**src/rtl/axilapb.sv**
```systemverilog
`default_nettype none
// ============================================================================
// Module   : axilapb
// Purpose  : AXI4-Lite slave to APB master bridge, single clock domain.
//            One APB transfer outstanding at a time; when a write (AW+W) and
//            a read (AR) are both pending, grants alternate, read first
//            after reset.
// Ports    : S_AXI_ACLK / S_AXI_ARESETN  clock, async active-low reset
//            S_AXI_AW* / W* / B*         AXI4-Lite write channels
//            S_AXI_AR* / R*              AXI4-Lite read channels
//            M_APB_*                     APB master (PSEL/PENABLE/PREADY ...)
// Revision : 1.0 - initial release
// ============================================================================
module axilapb #(
    parameter int C_AXI_ADDR_WIDTH = 12,
    parameter int C_AXI_DATA_WIDTH = 32
) (
    input  logic                          S_AXI_ACLK,
    input  logic                          S_AXI_ARESETN,
    input  logic                          S_AXI_AWVALID,
    output logic                          S_AXI_AWREADY,
    input  logic [C_AXI_ADDR_WIDTH-1:0]   S_AXI_AWADDR,
    input  logic [2:0]                    S_AXI_AWPROT,
    input  logic                          S_AXI_WVALID,
    output logic                          S_AXI_WREADY,
    input  logic [C_AXI_DATA_WIDTH-1:0]   S_AXI_WDATA,
    input  logic [C_AXI_DATA_WIDTH/8-1:0] S_AXI_WSTRB,
    output logic                          S_AXI_BVALID,
    input  logic                          S_AXI_BREADY,
    output logic [1:0]                    S_AXI_BRESP,
    input  logic                          S_AXI_ARVALID,
    output logic                          S_AXI_ARREADY,
    input  logic [C_AXI_ADDR_WIDTH-1:0]   S_AXI_ARADDR,
    input  logic [2:0]                    S_AXI_ARPROT,
    output logic                          S_AXI_RVALID,
    input  logic                          S_AXI_RREADY,
    output logic [C_AXI_DATA_WIDTH-1:0]   S_AXI_RDATA,
    output logic [1:0]                    S_AXI_RRESP,
    output logic                          M_APB_PSEL,
    output logic                          M_APB_PENABLE,
    input  logic                          M_APB_PREADY,
    output logic [C_AXI_ADDR_WIDTH-1:0]   M_APB_PADDR,
    output logic                          M_APB_PWRITE,
    output logic [2:0]                    M_APB_PPROT,
    output logic [C_AXI_DATA_WIDTH-1:0]   M_APB_PWDATA,
    output logic [C_AXI_DATA_WIDTH/8-1:0] M_APB_PWSTRB,
    input  logic [C_AXI_DATA_WIDTH-1:0]   M_APB_PRDATA,
    input  logic                          M_APB_PSLVERR
);

    localparam int AW = C_AXI_ADDR_WIDTH;
    localparam int DW = C_AXI_DATA_WIDTH;
    localparam int SW = C_AXI_DATA_WIDTH / 8;

    localparam logic [1:0] S_IDLE   = 2'd0;
    localparam logic [1:0] S_SETUP  = 2'd1;
    localparam logic [1:0] S_ACCESS = 2'd2;
    localparam logic [1:0] S_RESP   = 2'd3;

    logic [1:0]    state_q,   state_d;
    logic          last_wr_q, last_wr_d;

    logic          aw_full_q, aw_full_d;
    logic [AW-1:0] aw_addr_q, aw_addr_d;
    logic [2:0]    aw_prot_q, aw_prot_d;
    logic          w_full_q,  w_full_d;
    logic [DW-1:0] w_data_q,  w_data_d;
    logic [SW-1:0] w_strb_q,  w_strb_d;
    logic          ar_full_q, ar_full_d;
    logic [AW-1:0] ar_addr_q, ar_addr_d;
    logic [2:0]    ar_prot_q, ar_prot_d;

    logic          awready_q, awready_d;
    logic          wready_q,  wready_d;
    logic          arready_q, arready_d;

    logic          psel_q,    psel_d;
    logic          penable_q, penable_d;
    logic [AW-1:0] paddr_q,   paddr_d;
    logic          pwrite_q,  pwrite_d;
    logic [2:0]    pprot_q,   pprot_d;
    logic [DW-1:0] pwdata_q,  pwdata_d;
    logic [SW-1:0] pwstrb_q,  pwstrb_d;

    logic          bvalid_q,  bvalid_d;
    logic [1:0]    bresp_q,   bresp_d;
    logic          rvalid_q,  rvalid_d;
    logic [1:0]    rresp_q,   rresp_d;
    logic [DW-1:0] rdata_q,   rdata_d;

    logic          wr_pend;
    logic          rd_pend;
    logic          grant_wr;

    always_comb begin
        state_d   = state_q;
        last_wr_d = last_wr_q;
        aw_full_d = aw_full_q;
        aw_addr_d = aw_addr_q;
        aw_prot_d = aw_prot_q;
        w_full_d  = w_full_q;
        w_data_d  = w_data_q;
        w_strb_d  = w_strb_q;
        ar_full_d = ar_full_q;
        ar_addr_d = ar_addr_q;
        ar_prot_d = ar_prot_q;
        psel_d    = psel_q;
        penable_d = penable_q;
        paddr_d   = paddr_q;
        pwrite_d  = pwrite_q;
        pprot_d   = pprot_q;
        pwdata_d  = pwdata_q;
        pwstrb_d  = pwstrb_q;
        bvalid_d  = bvalid_q;
        bresp_d   = bresp_q;
        rvalid_d  = rvalid_q;
        rresp_d   = rresp_q;
        rdata_d   = rdata_q;
        wr_pend   = 1'b0;
        rd_pend   = 1'b0;
        grant_wr  = 1'b0;

        // Holding registers capture independently of the FSM.
        if (S_AXI_AWVALID && awready_q) begin
            aw_full_d = 1'b1;
            aw_addr_d = S_AXI_AWADDR;
            aw_prot_d = S_AXI_AWPROT;
        end
        if (S_AXI_WVALID && wready_q) begin
            w_full_d = 1'b1;
            w_data_d = S_AXI_WDATA;
            w_strb_d = S_AXI_WSTRB;
        end
        if (S_AXI_ARVALID && arready_q) begin
            ar_full_d = 1'b1;
            ar_addr_d = S_AXI_ARADDR;
            ar_prot_d = S_AXI_ARPROT;
        end

        case (state_q)
            S_IDLE: begin
                // Arbitrate on the post-capture view so a request accepted
                // this cycle is granted immediately (PSEL the next cycle).
                wr_pend  = aw_full_d && w_full_d;
                rd_pend  = ar_full_d;
                grant_wr = wr_pend && (!rd_pend || !last_wr_q);
                if (grant_wr) begin
                    paddr_d   = aw_addr_d;
                    pprot_d   = aw_prot_d;
                    pwrite_d  = 1'b1;
                    pwdata_d  = w_data_d;
                    pwstrb_d  = w_strb_d;
                    aw_full_d = 1'b0;
                    w_full_d  = 1'b0;
                    last_wr_d = 1'b1;
                    psel_d    = 1'b1;
                    state_d   = S_SETUP;
                end else if (rd_pend) begin
                    paddr_d   = ar_addr_d;
                    pprot_d   = ar_prot_d;
                    pwrite_d  = 1'b0;
                    pwstrb_d  = '0;
                    ar_full_d = 1'b0;
                    last_wr_d = 1'b0;
                    psel_d    = 1'b1;
                    state_d   = S_SETUP;
                end
            end
            S_SETUP: begin
                penable_d = 1'b1;
                state_d   = S_ACCESS;
            end
            S_ACCESS: begin
                if (M_APB_PREADY) begin
                    psel_d    = 1'b0;
                    penable_d = 1'b0;
                    if (pwrite_q) begin
                        bvalid_d = 1'b1;
                        bresp_d  = {M_APB_PSLVERR, 1'b0};
                    end else begin
                        rvalid_d = 1'b1;
                        rresp_d  = {M_APB_PSLVERR, 1'b0};
                        rdata_d  = M_APB_PRDATA;
                    end
                    state_d = S_RESP;
                end
            end
            default: begin // S_RESP
                if (bvalid_q && S_AXI_BREADY) begin
                    bvalid_d = 1'b0;
                    state_d  = S_IDLE;
                end
                if (rvalid_q && S_AXI_RREADY) begin
                    rvalid_d = 1'b0;
                    rdata_d  = '0;
                    state_d  = S_IDLE;
                end
            end
        endcase

        awready_d = !aw_full_d;
        wready_d  = !w_full_d;
        arready_d = !ar_full_d;
    end

    always_ff @(posedge S_AXI_ACLK or negedge S_AXI_ARESETN) begin
        if (!S_AXI_ARESETN) begin
            state_q   <= S_IDLE;
            last_wr_q <= 1'b1;  // makes the first contested grant a read
            aw_full_q <= 1'b0;
            aw_addr_q <= '0;
            aw_prot_q <= '0;
            w_full_q  <= 1'b0;
            w_data_q  <= '0;
            w_strb_q  <= '0;
            ar_full_q <= 1'b0;
            ar_addr_q <= '0;
            ar_prot_q <= '0;
            awready_q <= 1'b0;
            wready_q  <= 1'b0;
            arready_q <= 1'b0;
            psel_q    <= 1'b0;
            penable_q <= 1'b0;
            paddr_q   <= '0;
            pwrite_q  <= 1'b0;
            pprot_q   <= '0;
            pwdata_q  <= '0;
            pwstrb_q  <= '0;
            bvalid_q  <= 1'b0;
            bresp_q   <= '0;
            rvalid_q  <= 1'b0;
            rresp_q   <= '0;
            rdata_q   <= '0;
        end else begin
            state_q   <= state_d;
            last_wr_q <= last_wr_d;
            aw_full_q <= aw_full_d;
            aw_addr_q <= aw_addr_d;
            aw_prot_q <= aw_prot_d;
            w_full_q  <= w_full_d;
            w_data_q  <= w_data_d;
            w_strb_q  <= w_strb_d;
            ar_full_q <= ar_full_d;
            ar_addr_q <= ar_addr_d;
            ar_prot_q <= ar_prot_d;
            awready_q <= awready_d;
            wready_q  <= wready_d;
            arready_q <= arready_d;
            psel_q    <= psel_d;
            penable_q <= penable_d;
            paddr_q   <= paddr_d;
            pwrite_q  <= pwrite_d;
            pprot_q   <= pprot_d;
            pwdata_q  <= pwdata_d;
            pwstrb_q  <= pwstrb_d;
            bvalid_q  <= bvalid_d;
            bresp_q   <= bresp_d;
            rvalid_q  <= rvalid_d;
            rresp_q   <= rresp_d;
            rdata_q   <= rdata_d;
        end
    end

    assign S_AXI_AWREADY = awready_q;
    assign S_AXI_WREADY  = wready_q;
    assign S_AXI_ARREADY = arready_q;
    assign S_AXI_BVALID  = bvalid_q;
    assign S_AXI_BRESP   = bresp_q;
    assign S_AXI_RVALID  = rvalid_q;
    assign S_AXI_RRESP   = rresp_q;
    assign S_AXI_RDATA   = rdata_q;
    assign M_APB_PSEL    = psel_q;
    assign M_APB_PENABLE = penable_q;
    assign M_APB_PADDR   = paddr_q;
    assign M_APB_PWRITE  = pwrite_q;
    assign M_APB_PPROT   = pprot_q;
    assign M_APB_PWDATA  = pwdata_q;
    assign M_APB_PWSTRB  = pwstrb_q;

endmodule
`default_nettype wire

```
**config.mk**
```make
export PLATFORM = sky130hd
export DESIGN_NAME = axilapb
export DESIGN_NICKNAME = d
export VERILOG_FILES = /design/src/rtl/axilapb.sv
export SDC_FILE = /design/constraint.sdc
export NUM_CORES = 1
export LEC_CHECK = 0
export BUFFER_PORTS_ARGS = -buffer_cell sky130_fd_sc_hd__buf_2
export CORE_MARGIN = 2
export CORE_UTILIZATION = 45
export DETAILED_ROUTE_END_ITERATION = 16
export PLACE_DENSITY = 0.74
export REMOVE_ABC_BUFFERS = 1
export SETUP_SLACK_MARGIN = 0.2
export SYNTH_ARGS = -nofsm -noshare
export SYNTH_HDL_FRONTEND = slang
export SYNTH_SLANG_ARGS = --single-unit
```
**constraint.sdc**
```tcl
create_clock -name S_AXI_ACLK -period 1.86 [get_ports S_AXI_ACLK]
set_input_delay 0.186 -clock S_AXI_ACLK [delete_from_list [all_inputs] [get_ports S_AXI_ACLK]]
set_output_delay 0.186 -clock S_AXI_ACLK [all_outputs]
set_load 0.1 [all_outputs]
```
==> impl_metrics.csv <==
group,metric,value,unit
global_routing,antenna_found_initial,0,
global_routing,grt_max_degree,67,
setup_path,cpPeakStageDelay,0.38,ns
flow_run,drv_cap,0,
timing,timing.final.hold_violations,0,
setup_path,slowest_stage,"dfrtp_1",
synthesis,ys_top_cells_by_area,"dfrtp_1, mux2_2, mux2_1",
setup_path,crit_type,"reg -> reg",
timing,relSlewSlack,64.9,%
global_routing,grtUsageTotal,18.5,%
finish,layout-drive-gt1-share,50.4,%
timing,skew,0.00610,ns
clock_tree,cts-root-buf,"clkbuf_16",
global_routing,use_met1,23.9,%
synthesis,yosysTopAreaCell,"dfrtp_1",
global_routing,use_met3,4.81,%
placement,port_buffers,199,
finish,area_delta_synth_final,34.0,%
clock_tree,clk_path_buf_depth,2,
placement,gp_congestion,0.766,
clock_tree,cts_max_level,4,
global_routing,grt_first_pass_wirelength,23000,microns
routing,ant_nets,0,
synthesis,async_reset_ff_share,100,%
finish,n_antenna_cell,0,
finish,nets,824,
routing,drtIter0Drc,194,
clock_tree,path_clk_slew,0.06,ns
timing,grt_setup_unrepaired,"yes",
min_path,hp-class,"in -> reg",
setup_path,cp-end-kind,"flip-flop",
synthesis,synth-main-ff-cell,"dfrtp_1",
die,die_area,0.0155,sq mm
setup_path,crit_path_start_kind,"flip-flop",
synthesis,syn-cell-area,0.00653,sq mm
die,core,0.0144,sq mm
outcome,outcome,"complete, no violations",
synthesis,synth_edf_count,0,
timing,post-route-period-util,91.4,%
routing,drc,0,
clock_tree,cts.sinks,165,
die,die_w,124,microns
finish,n_fill_cell,1130,
setup_path,crit_fanout,12,
timing,slew_viol_final,0,
timing,finalCriticalPeriod,1.70,ns
global_routing,grt.overflow.total,0,
die,rows,44,
routing,firstDrtPassIters,4,
placement,dp_hpwl,9770,microns
timing,setup_violations,0,
synthesis,seq_area_frac_synth,63.3,%
synthesis,synth-seq-cells,165,
routing,viasPerCell,4.98,
global_routing,grt_busiest_layer,"met2",
die,start_util,45.4,%
die,die_height,124,microns
clock_tree,worstSkewPairLatency,0.41,ns
synthesis,yosys_warnings,0,
timing,timing.fmax,588,MHz
setup_path,required,2.16,ns
clock_tree,cts_tree,"built",
routing,num_vias,4536,
global_routing,use_met2,30.0,%
global_routing,grt_pass1_vias,4623,
die,ios,202,
setup_path,crit_chain,"a21o_1 > a211oi_4 > and2_4 > buf_12 > mux2_2",
timing,tightest_slew,0.531,ns
synthesis,synth_top_area_share,62.9,%
synthesis,ys_types,30,
finish,final_util,60.9,%
synthesis,netlist_instances,492,
setup_path,worstPathArrival,2.00,ns
routing,drt-wirelength-per-cell,16.5,microns
synthesis,avgSynthCellArea,13.3,sq um
routing,finalWirelength,15000,microns
clock_tree,numCtsBuffers,17,
==> synthesized netlist by cell type (2+ instances only) <==
| cell type | count |
|---|---|
| a21o_1 | 3 |
| a21oi_1 | 4 |
| a22o_1 | 4 |
| buf_2 | 4 |
| buf_4 | 3 |
| buf_6 | 3 |
| clkbuf_1 | 17 |
| dfrtp_1 | 164 |
| ha_1 | 4 |
| inv_1 | 22 |
| mux2_1 | 30 |
| mux2_2 | 70 |
| mux2i_1 | 32 |
| nand2_1 | 73 |
| nand3b_1 | 2 |
| nor2_1 | 6 |
| o21ai_0 | 35 |
| o22ai_1 | 2 |
| o2bb2ai_1 | 2 |
| or2_2 | 2 |
==> cell type report <==
class | count | area (sq um) | share of cell area [%]
Sequential cell | 165 | 4130 | 47.2
Multi-Input combinational cell | 279 | 2320 | 26.6
Timing Repair Buffer | 228 | 1410 | 16.1
Clock buffer | 21 | 470 | 5.38
Tap cell | 184 | 230 | 2.63
Clock inverter | 11 | 100 | 1.14
Inverter | 22 | 82.6 | 0.944
==> state kept, by name, summed over array words and instances, names as in the netlist, 2 cells and up <==
signal and count:
M_APB_PADDR 12, w_data_q 32, state_q 2, w_strb_q 4, ar_addr_q 12, aw_prot_q 3
M_APB_PPROT 3, M_APB_PWDATA 32, S_AXI_RDATA 32, aw_addr_q 12, ar_prot_q 3, M_APB_PWSTRB 4
==> worst max-delay path: cells and delay by family, from the launching register on <==
family | cells | cell delay (ns)
AO/OA/AOI/OAI | 2 | 0.43
flip-flops | 1 | 0.38
AND/OR/NAND/NOR | 1 | 0.28
buffers and inverters | 1 | 0.16
multiplexers | 1 | 0.33
==> logic make-up (layout without fill, tap and decap cells) <==
logic type | Yosys count | after routing | synth area share [%]
simple gates | 86 | 86 | 5.23
mux | 132 | 132 | 22.2
buf+inv | 49 | 282 | 3.41
fa+ha+maj | 4 | 4 | 0.767
flops | 165 | 165 | 63.3
compound gates | 55 | 55 | 5.12
other cells | 1 | 2 | 0.0574
==> worst paths after layout <==
path / from / end / slack (ns) / depth (start not counted)
max reg2reg: ar_full_q$_DFF_PN0_ / M_APB_PWDATA[31]$_DFFE_PN0P_ / 0.16 / 5
min reg2reg: S_AXI_RDATA[9]$_DFFE_PN0P_ / S_AXI_RDATA[9]$_DFFE_PN0P_ / 0.48 / 2
min: M_APB_PRDATA[16] / S_AXI_RDATA[16]$_DFFE_PN0P_ / 0.01 / 3
max in group asynchronous: S_AXI_ARESETN / last_wr_q$_DFFE_PN1P_ / 0.91 / 3
max: ar_full_q$_DFF_PN0_ / M_APB_PWDATA[31]$_DFFE_PN0P_ / 0.16 / 5
min in group asynchronous: S_AXI_ARESETN / M_APB_PWDATA[23]$_DFFE_PN0P_ / 0.26 / 2
==> per-layer routing <==
layer / routed length [microns] / share of wire (%)
met5: 0 / 0
met4: 290 / 1.9
met3: 745 / 5.0
met2: 7270 / 49
met1: 6680 / 45
==> per-stage QoR <==
stage          setup TNS [ns]  instances  hold WS [ns]  instance area [sq um]  setup slack, ns
6_report                    0        910        0.0110                   8750            0.160
5_1_grt                     0        910       0.00644                   8750            0.118
4_1_cts                     0        898       0.00285                   8450            0.149
3_5_place_dp                0        864         0.133                   7840           0.0105
3_3_place_gp                0        864         0.127                   7840            0.139
2_1_floorplan         -135.73        466        -0.110                   6390            -1.78
==> layout by cell type (no fill, tap or decap), drive strengths merged, types with 6 or more instances in the layout <==
master,n
buf,223
mux2,100
inv,24
nand2,73
clkbuf,25
dfrtp,164
mux2i,32
o21ai,35
nor2,6
==> repair_timing <==
item | 4_1_cts | 5_1_grt
resized for setup | 8 | 44
setup buffers | 1 | 6
gates cloned | 0 | 6
endpoints found under the hold margin | 42 | 0
pin swaps | 1 | 3
setup endpoints to repair | 75 | 84
hold buffers | 1 | 0
Power is not shown: default switching activity piles up to over one toggle a cycle in this logic, so the estimate is an artifact.
